File: src/rtl/mux2_rr_arbiter_pkg.sv
// Shared encodings and helpers for the two-input round-robin mux arbiter.
// Requesters are identified by the sel value that routes them (A=0, B=1).
package mux2_rr_arbiter_pkg;

    typedef enum logic [1:0] {
        ST_IDLE = 2'd0,
        ST_TURN = 2'd1,
        ST_GA   = 2'd2,
        ST_GB   = 2'd3
    } arb_state_t;

    localparam logic SEL_A = 1'b0;
    localparam logic SEL_B = 1'b1;

    localparam int unsigned TURN_W = 4;

    // Sole requester wins; on a tie the side that did not win last time wins.
    function automatic logic pick_winner(input logic req_a, input logic req_b,
                                         input logic last_winner);
        logic w;
        if (req_a && !req_b)
            w = SEL_A;
        else if (req_b && !req_a)
            w = SEL_B;
        else
            w = ~last_winner;
        return w;
    endfunction

    function automatic arb_state_t grant_state(input logic side);
        return (side == SEL_A) ? ST_GA : ST_GB;
    endfunction

endpackage

File: src/rtl/mux2_arb_cnt.sv
// Loadable saturating up/down counter with a compare flag at a fixed value.
// Load wins over counting; up stops at SAT, down stops at zero.
module mux2_arb_cnt
    import mux2_rr_arbiter_pkg::*;
#(
    parameter int unsigned W   = 8,
    parameter int unsigned SAT = 255,
    parameter int unsigned TC  = 0
) (
    input  logic         clk,
    input  logic         rst,
    input  logic         load,
    input  logic [W-1:0] load_val,
    input  logic         up,
    input  logic         down,
    output logic [W-1:0] count,
    output logic         tc
);

    localparam logic [W-1:0] SAT_V = W'(SAT);
    localparam logic [W-1:0] TC_V  = W'(TC);

    logic [W-1:0] count_q;

    always_ff @(posedge clk) begin
        if (rst) begin
            count_q <= '0;
        end else if (load) begin
            count_q <= load_val;
        end else if (up && (count_q != SAT_V)) begin
            count_q <= count_q + W'(1);
        end else if (down && (count_q != '0)) begin
            count_q <= count_q - W'(1);
        end
    end

    assign count = count_q;
    assign tc    = (count_q == TC_V);

endmodule

File: src/rtl/mux2_rr_arbiter.sv
// Round-robin owner of a shared mux2_1 select: break-before-make turnaround on
// every sel change and a hold limit that preempts an owner while the other waits.
module mux2_rr_arbiter
    import mux2_rr_arbiter_pkg::*;
#(
    parameter int unsigned MAX_HOLD   = 16,
    parameter int unsigned TURNAROUND = 1,
    parameter int unsigned CNT_W      = 8
) (
    input  logic clk,
    input  logic rst,
    input  logic req_a,
    input  logic req_b,
    input  logic last_a,
    input  logic last_b,
    output logic sel,
    output logic gnt_a,
    output logic gnt_b,
    output logic busy,
    output logic preempt
);

    arb_state_t state, state_next;
    logic sel_q, sel_next;
    logic last_winner, lw_next;
    logic dropped_q, dropped_next;
    logic preempt_q, preempt_next;

    logic winner;
    logic req_sel;
    logic in_grant, next_in_grant;

    logic              hold_load, hold_up, hold_limit;
    logic [CNT_W-1:0]  hold_cnt;
    logic              turn_load, turn_dec, turn_done;
    logic [TURN_W-1:0] turn_cnt;

    mux2_arb_cnt #(
        .W   (CNT_W),
        .SAT (MAX_HOLD),
        .TC  (MAX_HOLD - 1)
    ) u_hold_cnt (
        .clk      (clk),
        .rst      (rst),
        .load     (hold_load),
        .load_val ('0),
        .up       (hold_up),
        .down     (1'b0),
        .count    (hold_cnt),
        .tc       (hold_limit)
    );

    mux2_arb_cnt #(
        .W   (TURN_W),
        .SAT ((1 << TURN_W) - 1),
        .TC  (0)
    ) u_turn_cnt (
        .clk      (clk),
        .rst      (rst),
        .load     (turn_load),
        .load_val (TURN_W'(TURNAROUND - 1)),
        .up       (1'b0),
        .down     (turn_dec),
        .count    (turn_cnt),
        .tc       (turn_done)
    );

    always_ff @(posedge clk) begin
        if (rst) begin
            state       <= ST_IDLE;
            sel_q       <= SEL_A;
            last_winner <= SEL_B;
            dropped_q   <= 1'b0;
            preempt_q   <= 1'b0;
        end else begin
            state       <= state_next;
            sel_q       <= sel_next;
            last_winner <= lw_next;
            dropped_q   <= dropped_next;
            preempt_q   <= preempt_next;
        end
    end

    always_comb begin
        state_next   = state;
        sel_next     = sel_q;
        lw_next      = last_winner;
        dropped_next = dropped_q;
        preempt_next = 1'b0;
        turn_load    = 1'b0;
        turn_dec     = 1'b0;
        winner       = pick_winner(req_a, req_b, last_winner);
        // During TURN sel already names the pending winner.
        req_sel      = (sel_q == SEL_A) ? req_a : req_b;

        case (state)
            ST_IDLE: begin
                dropped_next = 1'b0;
                if (req_a || req_b) begin
                    if (winner == sel_q) begin
                        state_next = grant_state(winner);
                    end else begin
                        sel_next   = winner;
                        turn_load  = 1'b1;
                        state_next = ST_TURN;
                    end
                end
            end
            ST_TURN: begin
                turn_dec = 1'b1;
                if (!req_sel)
                    dropped_next = 1'b1;
                if (turn_done)
                    state_next = (req_sel && !dropped_q) ? grant_state(sel_q) : ST_IDLE;
            end
            ST_GA: begin
                if (last_a || !req_a || (hold_limit && req_b)) begin
                    state_next   = ST_IDLE;
                    lw_next      = SEL_A;
                    // Still requesting with no last: only the hold limit ended it.
                    preempt_next = req_a && !last_a;
                end
            end
            ST_GB: begin
                if (last_b || !req_b || (hold_limit && req_a)) begin
                    state_next   = ST_IDLE;
                    lw_next      = SEL_B;
                    preempt_next = req_b && !last_b;
                end
            end
            default: state_next = ST_IDLE;
        endcase
    end

    assign in_grant      = (state == ST_GA) || (state == ST_GB);
    assign next_in_grant = (state_next == ST_GA) || (state_next == ST_GB);
    assign hold_load     = !(in_grant && next_in_grant);
    assign hold_up       = in_grant;

    assign sel     = sel_q;
    assign gnt_a   = (state == ST_GA);
    assign gnt_b   = (state == ST_GB);
    assign busy    = (state != ST_IDLE);
    assign preempt = preempt_q;

endmodule
File: config.mk
export PLATFORM = sky130hd
export DESIGN_NAME = mux2_rr_arbiter
export DESIGN_NICKNAME = d
export VERILOG_FILES = /design/src/rtl/mux2_rr_arbiter_pkg.sv /design/src/rtl/mux2_arb_cnt.sv /design/src/rtl/mux2_rr_arbiter.sv
export SDC_FILE = /design/constraint.sdc
export NUM_CORES = 1
export LEC_CHECK = 0
export ABC_AREA = 0
export CAP_MARGIN = 20
export CORE_UTILIZATION = 58
export CTS_BUF_LIST = sky130_fd_sc_hd__clkbuf_4 sky130_fd_sc_hd__clkbuf_8 sky130_fd_sc_hd__clkbuf_16
export CTS_CLUSTER_DIAMETER = 120
export DETAILED_ROUTE_END_ITERATION = 8
export MAX_ROUTING_LAYER = met4
export PLACE_DENSITY = 0.88
export RECOVER_POWER = 50
export SLEW_MARGIN = 5
export SYNTH_ARGS = -nofsm -noshare
export SYNTH_HDL_FRONTEND = slang
export SYNTH_SLANG_ARGS = --single-unit
File: constraint.sdc
create_clock -name clk -period 4.8 [get_ports clk]
set_clock_uncertainty 0.05 [all_clocks]
set_input_delay 0.96 -clock clk [delete_from_list [all_inputs] [get_ports clk]]
set_output_delay 0.96 -clock clk [all_outputs]
set_load 0.02 [all_outputs]
==> summary.md, run 1 <==
| Metric | Value |
|---|---|
| Outcome | finished clean |
| Critical Path Sink Type | output pin |
| Max-cap violation count | 0 |
| DR vias/cell | 6.055 |
| Hold Crit Class | reg -> reg |
| Cell total after placement | 142 |
| Die W | 43.91 um |
| Setup TNS | 0 ps |
| Post-synth EDFFs | 0 |
| Worst-path clk slew | ~100 ps |
| DRC | 0 |
| GRT overflow | 0 |
| Detailed Place HPWL | 1.529 mm |
| Vias in the first global route | 847 |
| Initial Utilization | 0.6460 |
| Placer Congestion | 0.8730 |
| Area Overhead vs Synth | 13.15% |
| Clock latency on the worst-skew pair | 300 ps |
| Die ar. | ~0.0019 mm2 |
| Least-Margin Pin Slew | 879.1 ps |
| Crit-path max FO | 18 |
| First-pass GRT wire length | roughly 3.6 mm |
| Most frequent cells in the layout | dfxtp_1, nor2_1, inv_1, nand2_1, clkdlybuf4s50_1 |
| CP Data Arrival Time | 1890 ps |
| Total number of placement rows | 14 |
| Initial antenna violation count | 0 |
| Max Fclk | about 340 MHz |
| Tmin final | slightly below 3000 ps |
| CTS-repair resized insts | 0 |
| Final #Nets | ~140 |
| CP required | ~3800 ps |
| H-tree levels | 1 |
| Switching part of the total | 0.3090 |
| CP Launch Type | flip-flop |
| Power Density | 306.9 mW/mm2 |
| Routed len/inst | between 10 and 15 um |
| Syn_area_per_cell | about 8.5 um2 |
| Peak supply drop | 0.1937 mV |
| TritonCTS clock tree | built |
| Sequential fraction of the synthesis area | 0.3538 |
| Core area | 0.001577 mm2 |
| Ys async rst share | 0 |
| Warnings from Yosys | 0 |
| Vias | 884 |
| Pin count of the biggest net entering global routing | 19 |
| Worst setup path class | reg -> out |
| P_sw | 109.3 uW |
| Root Driver | clkbuf_4 |
| Die Y-Extent | 43.91 um |
| CTS Buffer Depth | 2 |
| Synthesized net count | about 130 |
| Hold_buf cts | 0 |
| Comb pwr share | 0.233 |
| Fin. Hold Viols | 0 |
| CTS buffer count | 3 |
| Clock share of power | 0.269 |
| Mapped Cells | 120 |
| I/O pins | 11 |
| Non-Filler Instances | between 100 and 150 |
| Layout cells sized above 1 | 0.06923 |
| RSZ-0062 raised after global routing | no |
| Final setup violation count | 0 |
| DRT Pass-1 Iters | 4 |
| Mapped Area | between 0.001 and 0.0015 mm2 |
| #FFs+latches synth | 18 |
| Sequential power share | 0.498 |
| Count of pins over their slew limit | 0 |
| Routed Antenna Nets | 0 |
| Commonest non-fill, non-tap cell in the layout | dfxtp_1 |
| Max transition margin | 0.4078 |
| Cell internal pwr | 244.4 uW |
| All-Layer GR Usage | 0.2651 |
| Ys flop type | dfxtp_1 |
| IO buf count | 10 |
| Final wirelength | 2.009 mm |
| Final worst-path cycle share | 0.6040 |
| Distinct cells, synth | 39 |
| Diode count | 0 |
| Post-CTS Setup Bufs | 0 |
| Leak | 0.0004143 uW |
| Clock sink total | 18 |
| Detailed Route Iter0 Violations | 19 |
## worst max-delay path, stage by stage (launching register included)
cell and delay, ps:
dfxtp_1 720, nor2_1 160, inv_1 90, clkdlybuf4s50_1 610
## metrics by stage
step / cell area, um2 / total power, uW / util / hold WS, ps / setup slack, ps
2_1_floorplan: 1018 / 234.9 / - / 403.6 / 2442
3_3_place_gp: 1120 / 259.9 / 0.7103 / 431.7 / 1894
3_5_place_dp: 1120 / 262.4 / 0.7103 / 434.5 / 1756
4_1_cts: 1156 / 355.1 / 0.7333 / 451.3 / 1911
5_1_grt: 1152 / 371.5 / 0.7310 / 503.9 / 1791
6_report: 1152 / 353.7 / 0.7310 / 451.0 / 1901
## power by group through the flow
stage / combinational, uW / clock [uW] / sequential, uW
2_1_floorplan: 69.6 / 0 / 165
3_3_place_gp: 80.9 / 0 / 179
3_5_place_dp: 83.2 / 0 / 179
4_1_cts: 83.5 / 95.9 / 176
5_1_grt: 90.0 / 103 / 179
6_report: 82.5 / 95.0 / 176
## final cells by class
class                      instances  area (um2)
multi-input combinational         88       598.1
fill                             118       424.2
sequential                        18       360.3
timing repair buffer              10       100.1
inverter                          10       37.54
clock buffer                       4       36.28
tap                               16       20.02
## state kept, by name, indices dropped and copies added, names as in the netlist
signal and flops:
u_hold_cnt.count 8, u_turn_cnt.count 4, state 2, dropped_q 1, last_winner 1, preempt 1, sel 1
## metal layers
layer | GRT usage | vias to the layer above | wire length, um
met5 | - | - | 0
met4 | 0.1212 | 0 | 53
met3 | 0.05833 | 7 | 94
met2 | 0.4239 | 31 | 978
met1 | 0.3177 | 404 | 883
li1 | - | 442 | -
## synth_stat cells, types with 2 or more instances
cell type / n / area, um2
dfxtp_1: 18 / 360.4
nor2_1: 14 / 52.55
inv_1: 10 / 37.54
nand2_1: 10 / 37.54
ha_1: 5 / 62.56
nor3_1: 5 / 25.02
nor3b_1: 5 / 37.54
xor2_1: 5 / 43.79
a211oi_1: 4 / 30.03
a21oi_1: 4 / 20.02
buf_2: 3 / 15.01
nor2b_1: 3 / 18.77
xnor2_1: 3 / 26.28
and3_1: 2 / 12.51
nand2b_1: 2 / 12.51
nand3_1: 2 / 10.01
nand4_1: 2 / 12.51
o21ai_0: 2 / 10.01
## worst paths after layout
kind / to / startpoint / slack, ps / depth (start not counted)
min reg2reg: dropped_q$_SDFFE_PP0P_ / dropped_q$_SDFFE_PP0P_ / 450 / 2
min: dropped_q$_SDFFE_PP0P_ / dropped_q$_SDFFE_PP0P_ / 450 / 2
max reg2reg: u_hold_cnt.count[3]$_SDFFE_PP0P_ / u_hold_cnt.count[4]$_SDFFE_PP0P_ / 2670 / 4
max: busy / state[1]$_SDFF_PP0_ / 1900 / 3
## cell families after synthesis
family,after synthesis,share of synthesized area
buffers and inverters,14,0.05528
multiplexers,1,0.009828
adder cells (fa/ha/maj),6,0.07125
flip-flops,18,0.3538
AND/OR/NAND/NOR,54,0.2863
XOR/XNOR,8,0.06880
AO/OA/AOI/OAI,19,0.1548
Power figures use the tool's default switching activity.
==> run 2: changes to the inputs <==
CORE_UTILIZATION = 49   (was 58)
PLACE_DENSITY = 0.79   (was 0.88)
clock period = 2.4 ns   (was 4.8 ns; I/O delays follow)
==> run 2 against run 1 <==
  * Global-route usage shrank 5.7 points
  * Hold slack better by 11 ps
  * Clock power up 93%
  * First-iteration DRC count fell by 21%
  * Critical path type is now in -> reg
  * Largest power group unchanged
==> summary.md, run 2 (synthesis results as in run 1) <==
| Metric | Value |
|---|---|
| P_sw | 213.3 uW (was 109.3 uW) |
| CP Data Arrival Time | 2290 ps (was 1890 ps) |
| Crit-path max FO | 8 (was 18) |
| Final worst-path cycle share | 0.9060 |
| GRT overflow | 0 (unchanged) |
| RSZ-0062 raised after global routing | no (unchanged) |
| Total number of placement rows | 16 (was 14) |
| Commonest non-fill, non-tap cell in the layout | dfxtp_1 (unchanged) |
| Clock sink total | 18 (unchanged) |
| Most frequent cells in the layout | dfxtp_1, nor2_1, inv_1, nand2_1, clkdlybuf4s50_1 (unchanged) |
| Clock latency on the worst-skew pair | 290 ps (was 300 ps) |
| Worst setup path class | in -> reg (was reg -> out) |
| Comb pwr share | 0.264 (was 0.233) |
| Die W | 47.59 um (was 43.91 um) |
| CP Launch Type | input pin (was flip-flop) |
| Setup TNS | 0 ps (unchanged) |
| Placer Congestion | 0.7405 (was 0.8730) |
| Final wirelength | 1.993 mm (was 2.009 mm) |
| Clock share of power | 0.257 (was 0.269) |
| Switching part of the total | 0.2991 (was 0.3090) |
| Non-Filler Instances | 162 (was 146) |
| Post-CTS Setup Bufs | 0 (unchanged) |
| Least-Margin Pin Slew | 605.0 ps (was 879.1 ps) |
| Hold Crit Class | reg -> reg (unchanged) |
| Pin count of the biggest net entering global routing | 16 (was 19) |
| CP required | 2520 ps (was 3790 ps) |
| Diode count | 0 (unchanged) |
| Max-cap violation count | 0 (unchanged) |
| Fin. Hold Viols | 0 (unchanged) |
| Final setup violation count | 0 (unchanged) |
| DRT Pass-1 Iters | 4 (unchanged) |
| Routed Antenna Nets | 0 (unchanged) |
| Initial Utilization | 0.5191 (was 0.6460) |
| Cell total after placement | 158 (was 142) |
| Layout cells sized above 1 | 0.1037 (was 0.06923) |
| Max reg flops | 8 (unchanged) |
| Critical Path Sink Type | flip-flop (was output pin) |
| Tmin final | 2174 ps |
| Root Driver | clkbuf_4 (unchanged) |
| Count of pins over their slew limit | 0 (unchanged) |
| Final #Nets | 147 (was 142) |
| Number of fill cells | 193 (was 118) |
| All-Layer GR Usage | 0.2082 (was 0.2651) |
| Detailed Place HPWL | 1.482 mm (was 1.529 mm) |
| Routed len/inst | 12.30 um (was 13.76 um) |
| Sequential power share | 0.480 (was 0.498) |
| Vias | 866 (was 884) |
| Vias in the first global route | 789 (was 847) |
| Max transition margin | 0.5940 (was 0.4078) |
| Core area | 0.001962 mm2 (was 0.001577 mm2) |
| Power Density | 593.7 mW/mm2 (was 306.9 mW/mm2) |
| CTS Buffer Depth | 2 (unchanged) |
| I/O pins | 11 (unchanged) |
| Worst-path clk slew | 100 ps (about the same) |
| Initial antenna violation count | 0 (unchanged) |
| DR vias/cell | 5.346 (was 6.055) |
| Leak | 0.0004350 uW (was 0.0004143 uW) |
| Die ar. | 0.002265 mm2 (was 0.001928 mm2) |
| Cell internal pwr | 499.8 uW (was 244.4 uW) |
| DRC | 0 (unchanged) |
| CTS buffer count | 3 (unchanged) |
| Die Y-Extent | 47.59 um (was 43.91 um) |
| Outcome | finished clean (unchanged) |
| Peak supply drop | 0.6752 mV (was 0.1937 mV) |
| First-pass GRT wire length | 3.222 mm (was 3.622 mm) |
| Area Overhead vs Synth | 17.94% (was 13.15%) |
| Detailed Route Iter0 Violations | 15 (was 19) |
| TritonCTS clock tree | built (unchanged) |
| Max Fclk | 459.9 MHz |
| IO buf count | 10 (unchanged) |
| Final hold slack | 462.3 ps (was 451.0 ps) |
| H-tree levels | 1 (unchanged) |
==> run 2: changes by cell type in the layout (fill, tap and decap cells not counted), sizes merged <==
cell,before,now
buf,0,4
clkbuf,4,5
clkdlybuf4s50,7,8
dlygate4sd3,3,2
==> run 2: cell type report <==
type                            instances  area, um2  area share
Inverter                               10      37.54     0.03125
Tap cell                               27      33.78     0.02813
Clock buffer                            4      36.28     0.03021
Sequential cell                        18      361.6      0.3010
Timing Repair Buffer                   15      133.9      0.1115
Multi-Input combinational cell         88      598.1      0.4979
==> run 2: path summary, 6_finish.rpt <==
kind / from / end / slack, ps / depth (start not counted)
setup / recovery: req_a / u_hold_cnt.count[6]$_SDFFE_PP0P_ / 230 / 6
hold reg to reg: dropped_q$_SDFFE_PP0P_ / dropped_q$_SDFFE_PP0P_ / 460 / 2
hold / removal: dropped_q$_SDFFE_PP0P_ / dropped_q$_SDFFE_PP0P_ / 460 / 2
setup reg to reg: u_hold_cnt.count[4]$_SDFFE_PP0P_ / u_hold_cnt.count[6]$_SDFFE_PP0P_ / 590 / 4
==> run 2: what timing repair did <==
item,4_1_cts,5_1_grt
setup endpoints to repair,0,1
gates resized for setup,0,1
endpoints found under the hold margin,0,0
hold buffers,0,0
==> run 2: power by group through the flow <==
| stage | Sequential [uW] | Combinational, uW | Clock (uW) |
|---|---|---|---|
| finish | 342 | 188 | 183 |
| global route | 346 | 207 | 200 |
| CTS | 341 | 191 | 189 |
| detailed placement | 347 | 188 | 0 |
| global placement | 346 | 185 | 0 |
| floorplan | 331 | 139 | 0 |
==> run 2: stage by stage <==
stage	util	cell area (um2)	total power (uW)	worst slack (ps)
finish	0.6122	1201	713.1	225.6
CTS	0.6154	1207	720.9	113.6
global placement	0.5969	1171	531.7	142.7
detailed placement	0.5969	1171	535.4	133.8
floorplan	-	1018	469.8	521.7
global route	0.6122	1201	753.2	98.58
==> run 2: critical path, cell delays in order <==
cell and delay, ps:
dlygate4sd3_1 550, clkbuf_1 310, nor3b_1 120, a32o_1 240, o21ai_1 490, nor2_1 110
==> run 2: metal layers <==
| metal | vias up | share of wire | global-route usage |
|---|---|---|---|
| li1 | 450 | - | - |
| met1 | 396 | 0.48 | 0.2558 |
| met2 | 20 | 0.48 | 0.3397 |
| met3 | 0 | 0.042 | 0.06792 |
| met4 | 0 | 0 | 0.03333 |
| met5 | - | 0 | - |
